`src/rtl/gshare_idx_ctrl.sv`:
```
// gshare_idx_ctrl: gshare PC^GHR indexing, in-order lookup FIFO and PHT counter write-back.
// Optional statistics counters are enabled by defining BP_STATS_EN.
`default_nettype none

module gshare_idx_ctrl #(
    parameter int IDX_W      = 14,
    parameter int PC_W       = 32,
    parameter int PC_LSB     = 2,
    parameter int FIFO_DEPTH = 8
) (
    input  logic             clk,
    input  logic             reset,
    input  logic             pred_valid,
    input  logic [PC_W-1:0]  pred_pc,
    output logic             pred_ready,
    output logic             pout_valid,
    output logic             pout_taken,
    input  logic             res_valid,
    input  logic             res_taken,
    output logic             res_ready,
    output logic             mispredict,
    output logic [IDX_W-1:0] pht_addr,
    output logic             pht_wr_en,
    output logic [1:0]       pht_wr_data,
    input  logic [1:0]       pht_rd_data
`ifdef BP_STATS_EN
    ,
    output logic [31:0]      stat_lookups,
    output logic [31:0]      stat_mispred
`endif
);

    localparam int PTR_W = $clog2(FIFO_DEPTH);
    localparam int CNT_W = PTR_W + 1;

    logic [IDX_W-1:0] ghr;
    logic [IDX_W-1:0] idx;
    logic             accept;
    logic             pop;
    logic [CNT_W:0]   occ;

    logic             lkp_v_q;
    logic [IDX_W-1:0] lkp_idx_q;

    logic             upd_v_q;
    logic [IDX_W-1:0] upd_idx_q;
    logic [1:0]       upd_cnt_q;
    logic             upd_mis_q;

    logic [IDX_W-1:0] fifo_idx [FIFO_DEPTH];
    logic [1:0]       fifo_cnt [FIFO_DEPTH];
    logic [PTR_W-1:0] wr_ptr;
    logic [PTR_W-1:0] rd_ptr;
    logic [CNT_W-1:0] count;

    logic [IDX_W-1:0] head_idx;
    logic [1:0]       head_cnt;
    logic [1:0]       new_cnt;

    logic             unused_pc;
    assign unused_pc = ^pred_pc;

    assign idx        = pred_pc[PC_LSB +: IDX_W] ^ ghr;
    assign occ        = {1'b0, count} + {{CNT_W{1'b0}}, lkp_v_q};
    // The write-back owns the PHT port, so lookups stall during a write cycle.
    assign pred_ready = !upd_v_q && (occ < (CNT_W+1)'(FIFO_DEPTH));
    assign accept     = pred_valid && pred_ready;
    assign res_ready  = (count != '0);
    assign pop        = res_valid && res_ready;

    assign head_idx = fifo_idx[rd_ptr];
    assign head_cnt = fifo_cnt[rd_ptr];

    always_comb begin
        new_cnt = head_cnt;
        if (res_taken) begin
            if (head_cnt != 2'b11) new_cnt = head_cnt + 2'b01;
        end else begin
            if (head_cnt != 2'b00) new_cnt = head_cnt - 2'b01;
        end
    end

    assign pout_valid  = lkp_v_q;
    assign pout_taken  = lkp_v_q && pht_rd_data[1];
    assign pht_wr_en   = upd_v_q;
    assign pht_wr_data = upd_v_q ? upd_cnt_q : 2'b00;
    assign mispredict  = upd_v_q && upd_mis_q;

    always_comb begin
        pht_addr = '0;
        if (upd_v_q)     pht_addr = upd_idx_q;
        else if (accept) pht_addr = idx;
    end

    always_ff @(posedge clk or negedge reset) begin
        if (!reset) begin
            ghr       <= '0;
            lkp_v_q   <= 1'b0;
            lkp_idx_q <= '0;
            upd_v_q   <= 1'b0;
            upd_idx_q <= '0;
            upd_cnt_q <= 2'b00;
            upd_mis_q <= 1'b0;
            wr_ptr    <= '0;
            rd_ptr    <= '0;
            count     <= '0;
        end else begin
            lkp_v_q <= accept;
            if (accept) lkp_idx_q <= idx;
            upd_v_q <= pop;
            if (pop) begin
                upd_idx_q <= head_idx;
                upd_cnt_q <= new_cnt;
                upd_mis_q <= head_cnt[1] ^ res_taken;
                ghr       <= {ghr[IDX_W-2:0], res_taken};
                rd_ptr    <= rd_ptr + 1'b1;
            end
            if (lkp_v_q) wr_ptr <= wr_ptr + 1'b1;
            if (lkp_v_q && !pop)      count <= count + 1'b1;
            else if (!lkp_v_q && pop) count <= count - 1'b1;
        end
    end

    // Storage needs no reset: entries are only read while count says they are valid.
    always_ff @(posedge clk) begin
        if (lkp_v_q) begin
            fifo_idx[wr_ptr] <= lkp_idx_q;
            fifo_cnt[wr_ptr] <= pht_rd_data;
        end
    end

`ifdef BP_STATS_EN
    always_ff @(posedge clk or negedge reset) begin
        if (!reset) begin
            stat_lookups <= '0;
            stat_mispred <= '0;
        end else begin
            if (accept)     stat_lookups <= stat_lookups + 32'd1;
            if (mispredict) stat_mispred <= stat_mispred + 32'd1;
        end
    end
`endif

endmodule

`default_nettype wire
```
`config.mk`:
```
export PLATFORM = sky130hd
export DESIGN_NAME = gshare_idx_ctrl
export DESIGN_NICKNAME = d
export VERILOG_FILES = /design/src/rtl/gshare_idx_ctrl.sv
export SDC_FILE = /design/constraint.sdc
export NUM_CORES = 1
export LEC_CHECK = 0
export ABC_AREA = 1
export BUFFER_PORTS_ARGS = -buffer_cell sky130_fd_sc_hd__buf_2
export CORE_ASPECT_RATIO = 0.9
export CORE_MARGIN = 2
export CORE_UTILIZATION = 64
export CTS_BUF_LIST = sky130_fd_sc_hd__clkbuf_16
export DETAILED_ROUTE_END_ITERATION = 16
export GPL_ROUTABILITY_DRIVEN = 0
export PLACE_DENSITY_LB_ADDON = 0.12
export SLEW_MARGIN = 20
export SYNTH_ARGS = -nofsm -noshare
export SYNTH_HDL_FRONTEND = slang
export SYNTH_SLANG_ARGS = --single-unit
```
`constraint.sdc`:
```
create_clock -name clk -period 4.19 [get_ports clk]
set_clock_uncertainty 0.15 [all_clocks]
set_input_delay 0 -clock clk [delete_from_list [all_inputs] [get_ports clk]]
set_output_delay 0 -clock clk [all_outputs]
set_load 0.02 [all_outputs]
```
==> summary.txt <==
reg2reg path depth = 11
R2R Path End = count[3]
Synth top cells by count = nand2_1, edfxtp_1, nor2_1
Final WS setup = 1.393 ns
Clock Pin Slew Worst Setup and Hold Paths = 0.06 ns
Hold Vio Cnt, Final = 0
port bufs = 42
peak supply drop = 0.0005234 V
fin. max-slew vios = 0
die area = 12670 sq um
worst hold path class = in -> reg
leakage = 3.644 nW
relative slew slack = 0.2152
CP arrival = 2.95 ns
Num CTS Buffers = 17
root buf cell = clkbuf_16
#FFs+latches synth = 185
later-pin clock latency in the skew report = 0.43 ns
Worst Tran Pin Value = 1.173 ns
n_diodes = 0
Initial DRT Pass Iterations = 5
core area = 11480 sq um
pwr dens = 704.2 nW/um^2
GR Util All Layers = 0.2746
grt ovf = 0
crit path kind = reg -> reg
post-synthesis sequential area ratio = 0.6989
CP endpoint kind = flop
final instance area = 8690 sq um
Storage cell area = 5271 sq um
Post-DRT Antenna Nets = 0
Total Routed Length = 16.30 mm
Post-Syn Nets = 696
Placement Cell Area = 7843 sq um
RR Startpoint = count[0]
unrepaired setup endpoints after global routing = no
Via density = 5.718
EDFF count, synth = 128
initial DRC count = 577
Startpoint Class = flop
Longest Clk Path Bufs = 2
dominant synthesized flop cell = edfxtp_1
vias in the first global route = 5022
Setup TNS = 0 ns
placed wire-length estimate = 9.275 mm
leading area contributor after synthesis = edfxtp_1
Tmin final = 2.797 ns
share of the synthesized area in the top cell type = 0.5097
most common cell in the netlist = nand2_1
Syn Inst Count = 651
Post-Place Cells = 829
Setup violations, final = 0
# fillers = 756
Mapped Area = 7541 sq um
Synth area leaders = edfxtp_1, dfrtp_1, nand2_1
antenna violations before repair = 0
Tcrit/Tclk final = 0.6675
Area Growth Syn to Fin = 15.23%
CP required = 4.34 ns
Non-Filler Instances = 893
Worst Setup EP = count[3]
I/O Pins = 61
Die W = 118.4 um
Nets = 769
Fmax achieved = 357.6 MHz
htree depth = 4
share of cells above drive strength 1 = 0.1275
maximum number of pins on one net before global-route repair = 67
Resized cells post-CTS = 0
r2r setup slk = 1.39 ns
result of the run = complete, no violations
CTS tree = yes
Hold Crit Start = pred_valid
yosys warns = 0
Initial Utilization = 0.6568
Cell Rows = 37
Post-synth ARST share = 0.3081
crit path launch = count[0]
Remaining DRCs = 0
WL per Instance = 18.25 um
Syn Area/Cell = 11.58 sq um
Netlist cell types = 29
clk sinks = 185
Crit Path Max Fanout = 34
Place WS = 1.439 ns
Multi-input gate area = 1982 sq um
Vias = 5106
Die Ht = 107.0 um
Max Cap Violations = 0
first-pass GRT wire length = 25.83 mm
## worst max-delay path, cell delays in order (launching register included)
cell     delay (ns)
dfrtp_1        0.44
nor2_1         0.13
nand2_1        0.09
nand2_2        0.48
ha_1           0.28
inv_1          0.09
ha_1           0.33
a21oi_1        0.18
nand2_1        0.08
a21oi_1        0.12
o21ai_0        0.11
xor2_1         0.15
## metal layers
layer | part of all wire | global-route usage | routed length [um] | vias up
li1 | - | - | - | 2378
met1 | 0.43 | 0.3841 | 6933 | 2503
met2 | 0.49 | 0.4344 | 8009 | 200
met3 | 0.070 | 0.06862 | 1147 | 25
met4 | 0.013 | 0.08333 | 209 | 0
met5 | 0 | 0 | 0 | -
## power breakdown
group | total, mW | switching, mW | internal [mW] | leakage, nW
logic | 1.90 | 1.24 | 0.665 | 1.49
clock network | 1.43 | 0.631 | 0.798 | 0.285
registers | 2.79 | 0.343 | 2.45 | 1.87
## logic make-up after synthesis
group	share of synthesized area
simple gates	0.1487
flops	0.6989
compound gates	0.07848
buf+inv	0.03833
xor+xnor	0.02323
fa+ha+maj	0.01095
mux	0.001493
## layout make-up
cell class / instances / area share
Multi-Input combinational cell: 409 / 0.2281
Clock inverter: 15 / 0.01166
Tap cell: 156 / 0.02246
Inverter: 25 / 0.01080
Clock buffer: 17 / 0.04896
Sequential cell: 185 / 0.6066
Timing Repair Buffer: 86 / 0.07142
## placed cells by master (no fill, tap or decap)
| cell | netlist | routed |
|---|---|---|
| o21ai_1 | 13 | 13 |
| nand2_2 | 2 | 2 |
| buf_2 | 15 | 42 |
| clkbuf_16 | 0 | 17 |
| ha_1 | 5 | 5 |
| mux2_2 | 1 | 1 |
| fa_1 | 1 | 1 |
| o21ai_0 | 54 | 54 |
| inv_1 | 19 | 26 |
| clkinvlp_4 | 0 | 1 |
| edfxtp_1 | 128 | 128 |
| nand3_1 | 22 | 22 |
| clkinv_1 | 1 | 1 |
| a21oi_1 | 2 | 2 |
| clkinv_4 | 0 | 2 |
| o211ai_1 | 6 | 6 |
| inv_2 | 5 | 5 |
| buf_4 | 0 | 12 |
| nand4_1 | 1 | 1 |
| a21oi_2 | 1 | 1 |
| or2_2 | 1 | 1 |
| nand2_1 | 172 | 172 |
| xnor2_1 | 2 | 2 |
| nor2_1 | 82 | 82 |
| clkinv_2 | 0 | 4 |
| dfrtp_1 | 57 | 56 |
| o221ai_1 | 22 | 22 |
| nor2_2 | 2 | 2 |
| xor2_1 | 18 | 18 |
| dlygate4sd3_1 | 0 | 32 |
| bufinv_16 | 0 | 1 |
| nand3_2 | 2 | 2 |
| dfrtp_2 | 0 | 1 |
## worst min-delay path by stage
stage / endpoint / depth (start not counted)
6_report: pout_valid / 3
5_1_grt: pout_valid / 3
4_1_cts: pout_valid / 3
3_5_place_dp: pht_wr_en / 2
3_3_place_gp: ghr[8] / 2
2_1_floorplan: count[0] / 0
## registers in the layout (all words and copies together) (netlist names)
register,cells
lkp_idx_q,14
upd_mis_q,1
count,4
upd_idx_q,14
fifo_idx,112
ghr,14
pht_wr_en,1
pout_valid,1
fifo_cnt,16
wr_ptr,3
rd_ptr,3
upd_cnt_q,2
## metrics by stage
step	total power, mW	hold slack, ns	util
floorplan	4.037	-0.4456	-
global placement	4.462	0.02366	0.6831
detailed placement	4.555	0.03115	0.6831
CTS	6.112	0.06060	0.7569
global route	6.485	0.1028	0.7569
finish	6.119	0.06415	0.7569
## repair_timing
| action | 4_1_cts | 5_1_grt |
|---|---|---|
| endpoints found under the hold margin | 91 | 0 |
| hold buffers | 32 | 0 |
| buffers inserted | 0 | 0 |
Note: power is estimated with default switching activity, not from simulation.
